**src/rtl/exec_sequencer.sv**
```systemverilog
// Multi-cycle control sequencer for the TiniSOC core.
// Walks each instruction through FETCH/DECODE/EXEC/MEM/WB, issues the per-stage
// enables and data-memory strobes, bounds every memory wait with a timeout and
// counts retired instructions. Illegal opcodes and timeouts park it in ERROR.
module exec_sequencer #(
    parameter int MEM_TIMEOUT = 15,
    parameter int COUNT_W     = 32
) (
    input  logic               clock,
    input  logic               reset,
    input  logic               start,
    input  logic               halt,
    input  logic [5:0]         opcode,
    input  logic [7:0]         sub_op_ls,
    input  logic               imem_ready,
    input  logic               dmem_ready,
    output logic               enable_fetch,
    output logic               enable_decode,
    output logic               enable_execute,
    output logic               enable_mem,
    output logic               enable_writeback,
    output logic               mem_read,
    output logic               mem_write,
    output logic               pc_update,
    output logic               busy,
    output logic               err_illegal,
    output logic               err_timeout,
    output logic [COUNT_W-1:0] instr_count
);

    // Major opcode encodings
    localparam logic [5:0] OP_LWI     = 6'h02;
    localparam logic [5:0] OP_SWI     = 6'h0A;
    localparam logic [5:0] OP_TY_LS   = 6'h1C;
    localparam logic [5:0] OP_TY_BASE = 6'h20;
    localparam logic [5:0] OP_MOVI    = 6'h22;
    localparam logic [5:0] OP_JJ      = 6'h24;
    localparam logic [5:0] OP_TY_B    = 6'h26;
    localparam logic [5:0] OP_ADDI    = 6'h28;
    localparam logic [5:0] OP_XORI    = 6'h2B;
    localparam logic [5:0] OP_ORI     = 6'h2C;
    // Load/store sub-operations under TY_LS
    localparam logic [7:0] SUB_LW     = 8'h02;
    localparam logic [7:0] SUB_SW     = 8'h0A;

    localparam int WAIT_W = $clog2(MEM_TIMEOUT + 1);
    localparam logic [WAIT_W-1:0] WAIT_LAST = WAIT_W'(MEM_TIMEOUT - 1);

    typedef enum logic [2:0] {
        S_IDLE, S_FETCH, S_DECODE, S_EXEC, S_MEM, S_WB, S_ERROR
    } state_t;

    typedef enum logic [1:0] {
        C_ALU, C_LOAD, C_STORE, C_CTRL
    } class_t;

    state_t              state_reg;
    class_t              class_reg;
    logic [WAIT_W-1:0]   wait_reg;
    logic                err_illegal_reg;
    logic                err_timeout_reg;
    logic [COUNT_W-1:0]  count_reg;

    class_t              dec_class;
    logic                dec_legal;
    logic                retire;

    // Classify the decoder fields; anything unrecognised is illegal
    always_comb begin
        dec_class = C_ALU;
        dec_legal = 1'b1;
        case (opcode)
            OP_TY_BASE, OP_ADDI, OP_ORI, OP_XORI, OP_MOVI: dec_class = C_ALU;
            OP_LWI:                                        dec_class = C_LOAD;
            OP_SWI:                                        dec_class = C_STORE;
            OP_TY_B, OP_JJ:                                dec_class = C_CTRL;
            OP_TY_LS: begin
                if (sub_op_ls == SUB_LW)      dec_class = C_LOAD;
                else if (sub_op_ls == SUB_SW) dec_class = C_STORE;
                else                          dec_legal = 1'b0;
            end
            default: dec_legal = 1'b0;
        endcase
    end

    // Retire point: WB, CTRL in EXEC, or STORE when data memory acks; a reset
    // in the same cycle aborts the instruction
    assign retire = !reset &&
                    ((state_reg == S_WB) ||
                     (state_reg == S_EXEC && class_reg == C_CTRL) ||
                     (state_reg == S_MEM && class_reg == C_STORE && dmem_ready));

    // Sequencer state, instruction class, wait counter, sticky errors, retire count
    always_ff @(posedge clock) begin
        if (reset) begin
            state_reg       <= S_IDLE;
            class_reg       <= C_ALU;
            wait_reg        <= '0;
            err_illegal_reg <= 1'b0;
            err_timeout_reg <= 1'b0;
            count_reg       <= '0;
        end else begin
            if (retire)
                count_reg <= count_reg + COUNT_W'(1);
            case (state_reg)
                S_IDLE: begin
                    if (start) begin
                        state_reg <= S_FETCH;
                        wait_reg  <= '0;
                    end
                end
                S_FETCH: begin
                    if (imem_ready) begin
                        state_reg <= S_DECODE;
                    end else if (wait_reg == WAIT_LAST) begin
                        state_reg       <= S_ERROR;
                        err_timeout_reg <= 1'b1;
                    end else begin
                        wait_reg <= wait_reg + WAIT_W'(1);
                    end
                end
                S_DECODE: begin
                    if (dec_legal) begin
                        class_reg <= dec_class;
                        state_reg <= S_EXEC;
                    end else begin
                        state_reg       <= S_ERROR;
                        err_illegal_reg <= 1'b1;
                    end
                end
                S_EXEC: begin
                    // Both MEM entry and the CTRL return to FETCH need a fresh wait count
                    wait_reg <= '0;
                    case (class_reg)
                        C_ALU:          state_reg <= S_WB;
                        C_LOAD, C_STORE: state_reg <= S_MEM;
                        default:        state_reg <= halt ? S_IDLE : S_FETCH;
                    endcase
                end
                S_MEM: begin
                    if (dmem_ready) begin
                        wait_reg <= '0;
                        if (class_reg == C_LOAD) state_reg <= S_WB;
                        else                     state_reg <= halt ? S_IDLE : S_FETCH;
                    end else if (wait_reg == WAIT_LAST) begin
                        state_reg       <= S_ERROR;
                        err_timeout_reg <= 1'b1;
                    end else begin
                        wait_reg <= wait_reg + WAIT_W'(1);
                    end
                end
                S_WB: begin
                    wait_reg  <= '0;
                    state_reg <= halt ? S_IDLE : S_FETCH;
                end
                S_ERROR: state_reg <= S_ERROR;
                default: state_reg <= S_IDLE;
            endcase
        end
    end

    assign enable_fetch     = (state_reg == S_FETCH);
    assign enable_decode    = (state_reg == S_DECODE);
    assign enable_execute   = (state_reg == S_EXEC);
    assign enable_mem       = (state_reg == S_MEM);
    assign enable_writeback = (state_reg == S_WB);
    assign mem_read         = (state_reg == S_MEM) && (class_reg == C_LOAD);
    assign mem_write        = (state_reg == S_MEM) && (class_reg == C_STORE);
    assign busy             = (state_reg != S_IDLE) && (state_reg != S_ERROR);
    assign pc_update        = retire;
    assign err_illegal      = err_illegal_reg;
    assign err_timeout      = err_timeout_reg;
    assign instr_count      = count_reg;

endmodule

```
**config.mk**
```make
export PLATFORM = sky130hd
export DESIGN_NAME = exec_sequencer
export DESIGN_NICKNAME = d
export VERILOG_FILES = /design/src/rtl/exec_sequencer.sv
export SDC_FILE = /design/constraint.sdc
export NUM_CORES = 1
export LEC_CHECK = 0
export CORE_MARGIN = 1.5
export CORE_UTILIZATION = 40
export DETAILED_ROUTE_END_ITERATION = 10
export PLACE_DENSITY = 0.77
export SLEW_MARGIN = 20
export SYNTH_ARGS = -nofsm -noshare
export SYNTH_HDL_FRONTEND = slang
export SYNTH_SLANG_ARGS = --single-unit
```
**constraint.sdc**
```tcl
create_clock -name clock -period 2.25 [get_ports clock]
set_clock_uncertainty 0.1 [all_clocks]
set_input_delay 0.45 -clock clock [delete_from_list [all_inputs] [get_ports clock]]
set_output_delay 0.45 -clock clock [all_outputs]
set_load 0.01 [all_outputs]
```
==> qor.csv, run 1 <==
stage,metric,value,unit
clock_network,postCtsHoldBufs,0,
synthesis,synthDominantCellAreaShare,34.18,%
power,ir_worst_vdd,0.0002328,V
final_layout,design_area,0.003729,mm^2
grt,grt_max_degree,20,
synthesis,synth.yosys.warnings,0,
final_layout,largest_register_ffs,32,
final_layout,utilization,62.24,%
synthesis,synth_edf_count,0,
floorplanning,core_region_area,0.005991,mm^2
critical_path,crit_chain,clkdlybuf4s50_1 -> or4b_2 -> nor4_4 -> buf_4 -> nand2b_1 -> o211ai_1 -> o221a_2,
final_layout,n_antenna_cell,0,
critical_path,cp-startpoint,sub_op_ls[0],
drt,drc,0,
synthesis,ys.flop_type,dfxtp_1,
synthesis,async_flop_share,0,%
floorplanning,pin_count,63,
final_layout,areaGrowthSynthToFinish,48.04,%
grt,antenna_found_initial,0,
synthesis,ys_types,58,
final_layout,multi_input_comb_area,0.001584,mm^2
critical_path,r2r_end,instr_count[21],
synthesis,avgSynthCellArea,8.204,um^2
synthesis,ys_ff_latch,43,
clock_network,htree_num_levels,2,
sta,hold_violations,0,
final_layout,drive_above_1_share,21.15,%
critical_path,reg2reg_slack,0.25,ns
flow_run,maxCapViolCount,0,
synthesis,yosysTopAreaCell,dfxtp_1,
placement,port_buffers,62,
final_layout,final_cell_mix,"53 x clkdlybuf4s50_1, 53 x buf_4, 41 x dfxtp_1",
final_layout,nFillCells,516,
placement,hpwl,5039,um
critical_path,path_max_fanout,2,
grt,grt_pass1_vias,2483,
final_layout,nNetsFinal,438,
sta,max_slew_margin,74.03,%
sta,drv_slew,0,
sta,finalSetupViolCount,0,
critical_path,arrival,2.31,ns
final_layout,seq_area,863.3,um^2
drt,dr.pass1.iters,4,
floorplanning,start_util,42.04,%
critical_path,r2r-start,state_reg[2],
sta,worstMarginPinSlew,0.3846,ns
placement,place_area,0.003532,mm^2
clock_network,max-clock-path-buffers,2,
sta,min_period,2.166,ns
drt,vias_per_cell,5.466,
floorplanning,die_height,82.35,um
floorplanning,fp.dieW,82.35,um
critical_path,cp_slowest_stage_delay,0.71,ns
clock_network,cts_root_buf,clkbuf_8,
critical_path,cp-endpoint,class_reg[0],
grt,grt_overflow,0,
placement,gp_congestion,0.8539,
drt,routedWlPerCell,14.01,um
critical_path,crit_required,2.39,ns
drt,ant_nets,0,
sta,fin_crit_sh,96.28,%
drt,vias,2684,
worst_hold_path,hold_start,err_timeout,
grt,grt_pass1_wl,11360,um
power,leakage,1.417,nW
floorplanning,dieArea,0.006782,mm^2
critical_path,path_class,in2reg,
clock_network,cts_num_sinks,43,
synthesis,synth_area_leaders,"dfxtp_1 34%, xnor2_1 7.0%, nor2_1 5.5%",
grt,grt.total_usage,21.51,%
critical_path,cp-end-kind,flop,
synthesis,synthCells,307,
synthesis,synth_area,0.002519,mm^2
sta,fin_setup_tns,0,ns
synthesis,syn_nets,330,
status,status,"finished, final reports clean",
power,power_density,393.6,mW/mm^2
critical_path,crit_slowest_cell,or4b_2,
sta,fmax,461.6,MHz
clock_network,cts_buffers,5,
drt,drtIter0Drc,129,
clock_network,tritoncts,yes,
drt,wirelength,6878,um
clock_network,clock_latency,0.30,ns
critical_path,startpoint_type,primary input,
floorplanning,rows,28,
synthesis,yosysSeqAreaShare,34.18,%
clock_network,path_clk_slew,0.08,ns
worst_hold_path,hold_path.class,reg2reg,
critical_path,r2r_cells,7,
[through the flow]
stage | hold slack [ns] | cells | power (W) | worst slack, ns
2_1_floorplan | 0.3729 | 307 | 0.0008818 | 0.1274
3_3_place_gp | 0.3611 | 478 | 0.0009855 | -0.3951
3_5_place_dp | 0.3582 | 478 | 0.0009918 | -0.4229
4_1_cts | 0.3785 | 488 | 0.001469 | 0.004803
5_1_grt | 0.4355 | 491 | 0.001536 | -0.01436
6_report | 0.3776 | 491 | 0.001468 | 0.08368
[synth_stat cells (all sizes together), types with 2 or more instances]
cell type,count
o2111ai,2
nand2b,4
o311ai,3
nor3b,3
dfxtp,43
or4bb,2
and3,5
ha,3
and2,2
o41ai,2
buf,4
or4b,2
a21boi,2
nor2,37
or3,3
or2,2
o21ai,11
clkbuf,12
nor2b,7
o21a,2
xnor2,20
nor4,2
nand2,21
o22ai,3
a31o,2
a2111oi,8
nand3,13
mux2,2
nand4,5
nand3b,4
inv,15
and4,6
nor3,4
a21oi,18
and3b,2
xor2,2
a31oi,6
a211oi,9
[layer usage]
layer | global-route usage, % | wire (um)
met1 | 29.23 | 3179
met3 | 4.615 | 399
met2 | 34.07 | 3189
met4 | 6.271 | 109
met5 | 0 | 0
[logic make-up after synthesis]
logic type / share of synthesized area (%)
compound gates: 21.61
xor+xnor: 7.650
fa+ha+maj: 1.490
buf+inv: 5.265
flops: 34.18
mux: 1.440
simple gates: 28.37
[report_power, final]
group          total [W]  internal, W  switching, W
Sequential      0.000777     0.000768    0.00000826
Clock           0.000485     0.000218      0.000267
Combinational   0.000206     0.000105      0.000101
Total            0.00147      0.00109      0.000376
[repair_timing]
action / CTS / global route
pin swaps: 4 / 4
buffers inserted: 2 / 3
gates resized for setup: 22 / 10
gates cloned: 0 / 0
endpoints found under the setup margin: 21 / 19
[worst min path at each step]
| stage | to | slack (ns) | depth (start not counted) |
|---|---|---|---|
| global route | err_timeout | 0.44 | 2 |
| global placement | err_timeout | 0.36 | 2 |
| detailed placement | err_timeout | 0.36 | 2 |
| finish | err_timeout | 0.38 | 2 |
| CTS | err_timeout | 0.38 | 2 |
| floorplan | wait_reg[2] | 0.37 | 2 |
[cell type report]
class / instances / share of cell area [%]
multi-input cells: 233 / 42.48
repair buffers: 117 / 28.15
flip-flops and latches: 43 / 23.15
well taps: 75 / 2.517
clock buffers: 7 / 2.047
inverters: 15 / 1.510
clock inverters: 1 / 0.1342
[critical path, delay by kind of cell]
family                 cells  cell delay (ns)
AO/OA/AOI/OAI              2             0.31
buffers and inverters      2             0.58
AND/OR/NAND/NOR            3             0.98
(Power assumes the default switching activity.)
==> run 2: changes to the inputs <==
ABC_AREA = 1   (was default)
PLACE_DENSITY = 0.75   (was 0.77)
==> run 2 against run 1 <==
Via count grew 19%. Wire length grew 12%. First-iteration DRC count grew 44%. Non-clock buffer count shrank 49. Register-to-register slack is essentially flat. Largest cell class unchanged. Core utilization shrank 9.5 points.
==> qor.csv, run 2 <==
stage,metric,value,unit,change
status,status,"finished, final reports clean",,
drt,vias,3206,,+19%
clock_network,path_clk_slew,0.07,ns,about the same
clock_network,cts_buffers,5,,unchanged
final_layout,areaGrowthSynthToFinish,28.97,%,
synthesis,synthCells,485,,+58%
clock_network,cts_root_buf,clkbuf_8,,
placement,hpwl,5950,um,+18%
drt,drc,0,,unchanged
synthesis,ys_ff_latch,43,,unchanged
sta,hold_violations,0,,unchanged
drt,vias_per_cell,4.932,,-9.8%
synthesis,ys.flop_type,dfxtp_1,,
sta,fmax,450.7,MHz,-2.4%
floorplanning,die_height,88.63,um,+7.6%
synthesis,yosysSeqAreaShare,29.35,%,-4.8 points
grt,grt_use_met2,36.09,%,+2.0 points
placement,dpl_worst_slack,-0.1762,ns,+0.2466 ns
synthesis,synth_commonest_cells,"149 x nand2_1, 73 x nor2_1, 60 x inv_1",,
power,power_switching,0.0005342,W,+42%
clock_network,postCtsSetupBuffers,0,,-2
critical_path,arrival,1.67,ns,-0.64 ns
critical_path,path_max_fanout,5,,+3
sta,drv_slew,0,,unchanged
sta,finalSetupViolCount,0,,unchanged
synthesis,avgSynthCellArea,6.047,um^2,-26%
clock_network,cts_num_sinks,43,,unchanged
final_layout,n_antenna_cell,0,,unchanged
clock_network,clock_latency,0.30,ns,about the same
grt,antenna_found_initial,0,,unchanged
sta,fin_setup_tns,0,ns,unchanged
synthesis,synth_area_leaders,"dfxtp_1 29%, nand2_1 19%, nor2_1 9.3%",,
synthesis,synth.yosys.warnings,0,,unchanged
synthesis,synth_area,0.002933,mm^2,+16%
final_layout,final_cell_mix,"149 x nand2_1, 70 x nor2_1, 60 x inv_1",,
clock_network,postCtsHoldBufs,0,,unchanged
synthesis,synthDominantCellAreaShare,29.35,%,-4.8 points
synthesis,synth_edf_count,0,,unchanged
clock_network,max-clock-path-buffers,2,,unchanged
grt,grt.met3_usage,3.358,%,-1.3 points
floorplanning,core_region_area,0.007176,mm^2,+20%
drt,routedWlPerCell,11.88,um,-15%
sta,max_slew_margin,68.59,%,-5.4 points
synthesis,ys_types,38,,-34%
drt,dr.pass1.iters,5,,+1
drt,wirelength,7723,um,+12%
sta,fin_crit_sh,98.60,%,+2.3 points
floorplanning,rows,31,,+11%
critical_path,cp-end-kind,output port,,
grt,grt_pass1_vias,2987,,+20%
grt,gr-usage-met1,26.17,%,-3.1 points
placement,gp_congestion,0.9131,,+6.9%
power,power_frac_clock,34.5,%,+1.4 points
power,power_density,487.5,mW/mm^2,+24%
power,ir_worst_vdd,0.0002318,V,-0.45%
critical_path,crit_required,1.70,ns,-0.69 ns
grt,grt_max_degree,37,,+85%
final_layout,largest_register_ffs,32,,unchanged
floorplanning,pin_count,63,,unchanged
critical_path,startpoint_type,flop,,
sta,worstMarginPinSlew,0.4711,ns,+0.08653 ns
sta,grt_setup_unrepaired,yes,,
drt,drtIter0Drc,186,,+44%
synthesis,async_flop_share,0,%,unchanged
synthesis,syn_nets,508,,+54%
sta,min_period,2.219,ns,+0.05225 ns
final_layout,nFillCells,775,,+50%
flow_run,maxCapViolCount,0,,unchanged
drt,ant_nets,0,,unchanged
final_layout,nNetsFinal,573,,+31%
power,p_comb_share,21.2,%,+7.2 points
clock_network,tritoncts,yes,,
grt,busiest_layer,met2,,
grt,grt_pass1_wl,13090,um,+15%
power,leakage,1.510,nW,+6.6%
critical_path,path_class,reg2out,,
power,seqPwrFrac,44.3,%,-8.6 points
final_layout,drive_above_1_share,10.89,%,-10 points
worst_hold_path,hold_path.class,reg2reg,,
sta,setup_ws,0.03143,ns,-0.05225 ns
placement,port_buffers,62,,unchanged
grt,grt_overflow,0,,unchanged
synthesis,yosysTopAreaCell,dfxtp_1,,
clock_network,htree_num_levels,2,,unchanged
floorplanning,start_util,40.87,%,-1.2 points
power,switching_share,28.97,%,+3.3 points
floorplanning,fp.dieW,88.63,um,+7.6%
power,intPower,0.001310,W,+20%
final_layout,final_common_cell,nand2_1,,
power,power,0.001844,W,+26%
final_layout,utilization,52.71,%,-9.5 points
floorplanning,dieArea,0.007854,mm^2,+16%
grt,grt.total_usage,21.18,%,-0.32 points
synthesis,yosysMostFrequentCell,nand2_1,,
[run 2: cell count changes after synthesis, moves of 6 or more]
cell and delta:
nand2_1 +128, nor3_1 +9, nand2_2 +11, a2111oi_0 -6, xnor2_1 -18, clkbuf_1 -9, nor2b_1 -7, nand3_1 +14
nor2_1 +36, a21oi_2 +14, a211oi_1 -8, and4_1 -6, inv_1 +45
[run 2: power groups by stage]
stage	Sequential, W	Combinational (W)	Clock, W
4_1_cts	0.000815	0.000386	0.000649
3_3_place_gp	0.000829	0.000378	0
6_report	0.000817	0.000391	0.000636
5_1_grt	0.000820	0.000432	0.000674
2_1_floorplan	0.000827	0.000243	0
3_5_place_dp	0.000830	0.000385	0
[run 2: cells by family (layout without fill, tap and decap cells)]
logic type	Yosys count	in the layout	share of synthesized area [%]
adders and majority gates	3	3	1.280
and+or+nand+nor	296	296	43.81
DFF	43	43	29.35
buffers and inverters	75	141	10.58
xor gates and xnor gates	9	9	2.688
AOI/OAI and AO/OA	59	59	12.29
[run 2: critical path, cell delays in order, from the launching register on]
cell             delay (ns)
dfxtp_2                0.34
inv_1                  0.16
nand3_1                0.20
inv_1                  0.12
clkdlybuf4s50_1        0.56
[run 2: cell type report]
| type | instances | area (um^2) | area share, % |
|---|---|---|---|
| Clock inverter | 2 | 35.03 | 0.9262 |
| Clock buffer | 6 | 82.58 | 2.183 |
| Multi-Input combinational cell | 367 | 1769 | 46.77 |
| Sequential cell | 43 | 863.3 | 22.82 |
| Timing Repair Buffer | 68 | 663.1 | 17.53 |
| Inverter | 65 | 245.2 | 6.484 |
| Tap cell | 99 | 123.9 | 3.275 |
[run 2: final timing paths]
path	cells after the start	to	slack [ns]	from
worst max-delay path	4	enable_fetch	0.03	state_reg[1]
worst min-delay path	2	err_illegal	0.36	err_illegal
worst max register to register	10	instr_count[18]	0.26	instr_count[0]
worst min register to register	2	err_illegal	0.36	err_illegal
[run 2: metrics by stage]
| stage | cells | instance area [um^2] | hold WS (ns) |
|---|---|---|---|
| floorplan | 485 | 2933 | 0.3702 |
| global placement | 642 | 3657 | 0.3424 |
| detailed placement | 642 | 3657 | 0.3464 |
| CTS | 650 | 3775 | 0.3610 |
| global route | 650 | 3782 | 0.3751 |
| finish | 650 | 3782 | 0.3555 |
[run 2: repair_timing]
item                                   4_1_cts  5_1_grt
resized for setup                            7        3
setup endpoints to repair                    5        3
endpoints found under the hold margin        0        0
[run 2: routing by layer]
layer,vias up,part of all wire [%]
li1,1647,-
met1,1463,44
met2,81,48
met3,15,5.5
met4,0,2.3
met5,-,0
==> run 3: changes to the inputs <==
CORE_MARGIN = default   (was 1.5)
clock period = 2.2 ns   (was 2.25 ns; I/O delays follow)
==> run 3 against run 2 <==
Flip-flop and latch count did not move. Wire length fell by 2.4%. Largest cell class unchanged. Critical endpoint is now enable_execute. Critical path depth did not move. Combinational power rose by 4%.
==> qor.csv, run 3 (synthesis results as in run 2) <==
stage,metric,value,unit,change
status,status,"finished, final reports clean",,
floorplanning,start_util,42.23,%,+1.4 points
worst_hold_path,hold_path.class,reg2reg,,
sta,worstMarginPinSlew,0.4823,ns,+0.01114 ns
power,power_switching,0.0005667,W,+6.1%
final_layout,areaGrowthSynthToFinish,28.97,%,unchanged
grt,grt_pass1_vias,2780,,-6.9%
drt,dr.pass1.iters,4,,-1
drt,ant_nets,0,,unchanged
critical_path,crit_family,buffers and inverters,,
final_layout,design_area,0.003782,mm^2,unchanged
sta,finalSetupViolCount,0,,unchanged
power,ir_worst_vdd,0.0001866,V,-19%
clock_network,cts_num_sinks,43,,unchanged
placement,place_inst,641,,-0.16%
floorplanning,die_height,87.63,um,-1.1%
drt,routedWlPerCell,11.61,um,-2.3%
floorplanning,rows,30,,-3.2%
power,seqPwrFrac,47.5,%,+3.2 points
final_layout,n_antenna_cell,0,,unchanged
sta,whs,0.3553,ns,-0.0002050 ns
grt,grt_max_degree,37,,unchanged
floorplanning,fp.dieW,87.63,um,-1.1%
worst_hold_path,hold_start,err_illegal,,
critical_path,cp-end-kind,output port,,
clock_network,max-clock-path-buffers,2,,unchanged
drt,wirelength,7536,um,-2.4%
sta,hold_violations,0,,unchanged
placement,dpl_worst_slack,-0.1763,ns,-0.00004700 ns
power,power_frac_clock,29.7,%,-4.8 points
critical_path,r2r_end,instr_count[18],,
floorplanning,core_region_area,0.006944,mm^2,-3.2%
final_layout,drive_above_1_share,11.39,%,+0.50 points
critical_path,path_max_fanout,6,,+1
drt,drtIter0Drc,227,,+22%
grt,grt_pass1_wl,12500,um,-4.5%
grt,grt_overflow,0,,unchanged
floorplanning,dieArea,0.007678,mm^2,-2.2%
sta,drv_slew,0,,unchanged
grt,antenna_found_initial,0,,unchanged
sta,setup_ws,0.08572,ns,+0.05429 ns
power,intPower,0.001208,W,-7.8%
placement,hpwl,5899,um,-0.85%
placement,gp_congestion,0.8776,,-3.9%
critical_path,path_class,reg2out,,
final_layout,multi_input_comb_area,0.001777,mm^2,+0.42%
sta,grt_setup_unrepaired,no,,
drt,drc,0,,unchanged
drt,vias,3164,,-1.3%
final_layout,stdcell_count,649,,-0.15%
critical_path,r2r_cells,10,,unchanged
sta,fmax,473.0,MHz,
final_layout,final_cell_mix,"149 x nand2_1, 71 x nor2_1, 59 x inv_1",,
drt,vias_per_cell,4.875,,-1.2%
critical_path,r2r-start,instr_count[0],,
clock_network,clock_latency,0.31,ns,about the same
power,p_comb_share,22.8,%,+1.6 points
final_layout,nFillCells,714,,-7.9%
critical_path,arrival,1.57,ns,-0.10 ns
critical_path,cp_slowest_stage_delay,0.57,ns,about the same
final_layout,final_common_cell,nand2_1,,
clock_network,postCtsSetupBuffers,0,,unchanged
power,power_density,469.1,mW/mm^2,-3.8%
final_layout,nNetsFinal,575,,+0.35%
placement,place_area,0.003669,mm^2,+0.31%
grt,grt.total_usage,20.34,%,-0.85 points
sta,min_period,2.114,ns,
critical_path,crit_slowest_cell,clkdlybuf4s50_1,,
critical_path,startpoint_type,flop,,
flow_run,maxCapViolCount,0,,unchanged
clock_network,htree_num_levels,2,,unchanged
clock_network,path_clk_slew,0.09,ns,+0.02 ns
sta,fin_crit_sh,96.10,%,
floorplanning,pin_count,63,,unchanged
clock_network,postCtsHoldBufs,0,,unchanged
critical_path,crit_chain,inv_2 -> nand2_1 -> nor2_4 -> clkdlybuf4s50_1,,
placement,port_buffers,62,,unchanged
critical_path,reg2reg_slack,0.24,ns,-0.02 ns
clock_network,tritoncts,yes,,
critical_path,worst-path-buf-inv,2,,-1
final_layout,largest_register_ffs,32,,unchanged
sta,max_slew_margin,67.85,%,-0.74 points
critical_path,crit_required,1.66,ns,-0.04 ns
worst_hold_path,hold_path_end,err_illegal,,
final_layout,seq_area,869.6,um^2,+0.72%
power,switching_share,31.94,%,+3.0 points
worst_hold_path,min_path_cells,2,,unchanged
power,leakage,1.499,nW,-0.77%
clock_network,cts_buffers,5,,unchanged
clock_network,cts_root_buf,clkbuf_8,,
-- run 3: worst min-delay path, delay by kind of cell, from the launching register on --
family	cells	cell delay, ns
AO/OA/AOI/OAI	1	0.05
buffers and inverters	1	0.05
flip-flops	1	0.32
-- run 3: how the worst max path moves through the flow --
stage	cells after the start	start	slack [ns]	end
final	4	state_reg[2]	0.09	enable_execute
after global routing	4	state_reg[1]	0.02	enable_fetch
after CTS	6	state_reg[1]	0.05	busy
after detailed placement	6	dmem_ready	-0.18	pc_update
after global placement	6	dmem_ready	-0.17	pc_update
after floorplan	5	reset	0.43	pc_update
-- run 3: timing repair --
item / CTS / global route
hold endpoints to repair: 0 / 0
resized for setup: 12 / 3
endpoints found under the setup margin: 5 / 3
-- run 3: per-stage QoR --
stage / util (%) / total power [W] / setup TNS [ns]
5_1_grt: 54.47 / 0.001878 / 0
3_5_place_dp: 52.83 / 0.001250 / -0.1763
2_1_floorplan: - / 0.001094 / 0
3_3_place_gp: 52.83 / 0.001237 / -0.1707
4_1_cts: 54.38 / 0.001785 / 0
6_report: 54.47 / 0.001774 / 0
-- run 3: final cells by class --
class                      instances  share of cell area, %
clock buffer                       5                  1.819
clock inverter                     3                 0.6285
inverter                          65                  6.484
multi-input combinational        367                  46.97
sequential                        43                  22.99
tap                               96                  3.176
timing repair buffer              70                  17.93
-- run 3: power by group through the flow --
stage	clock [W]	sequential, W	combinational (W)
4_1_cts	0.000536	0.000842	0.000408
3_3_place_gp	0	0.000848	0.000389
3_5_place_dp	0	0.000849	0.000400
2_1_floorplan	0	0.000845	0.000249
6_report	0.000527	0.000843	0.000405
5_1_grt	0.000576	0.000847	0.000454
-- run 3: metal layers --
layer	track usage [%]	wire, um
met4	4.620	67
met5	0	0
met3	3.110	316
met2	33.59	3433
met1	27.93	3719
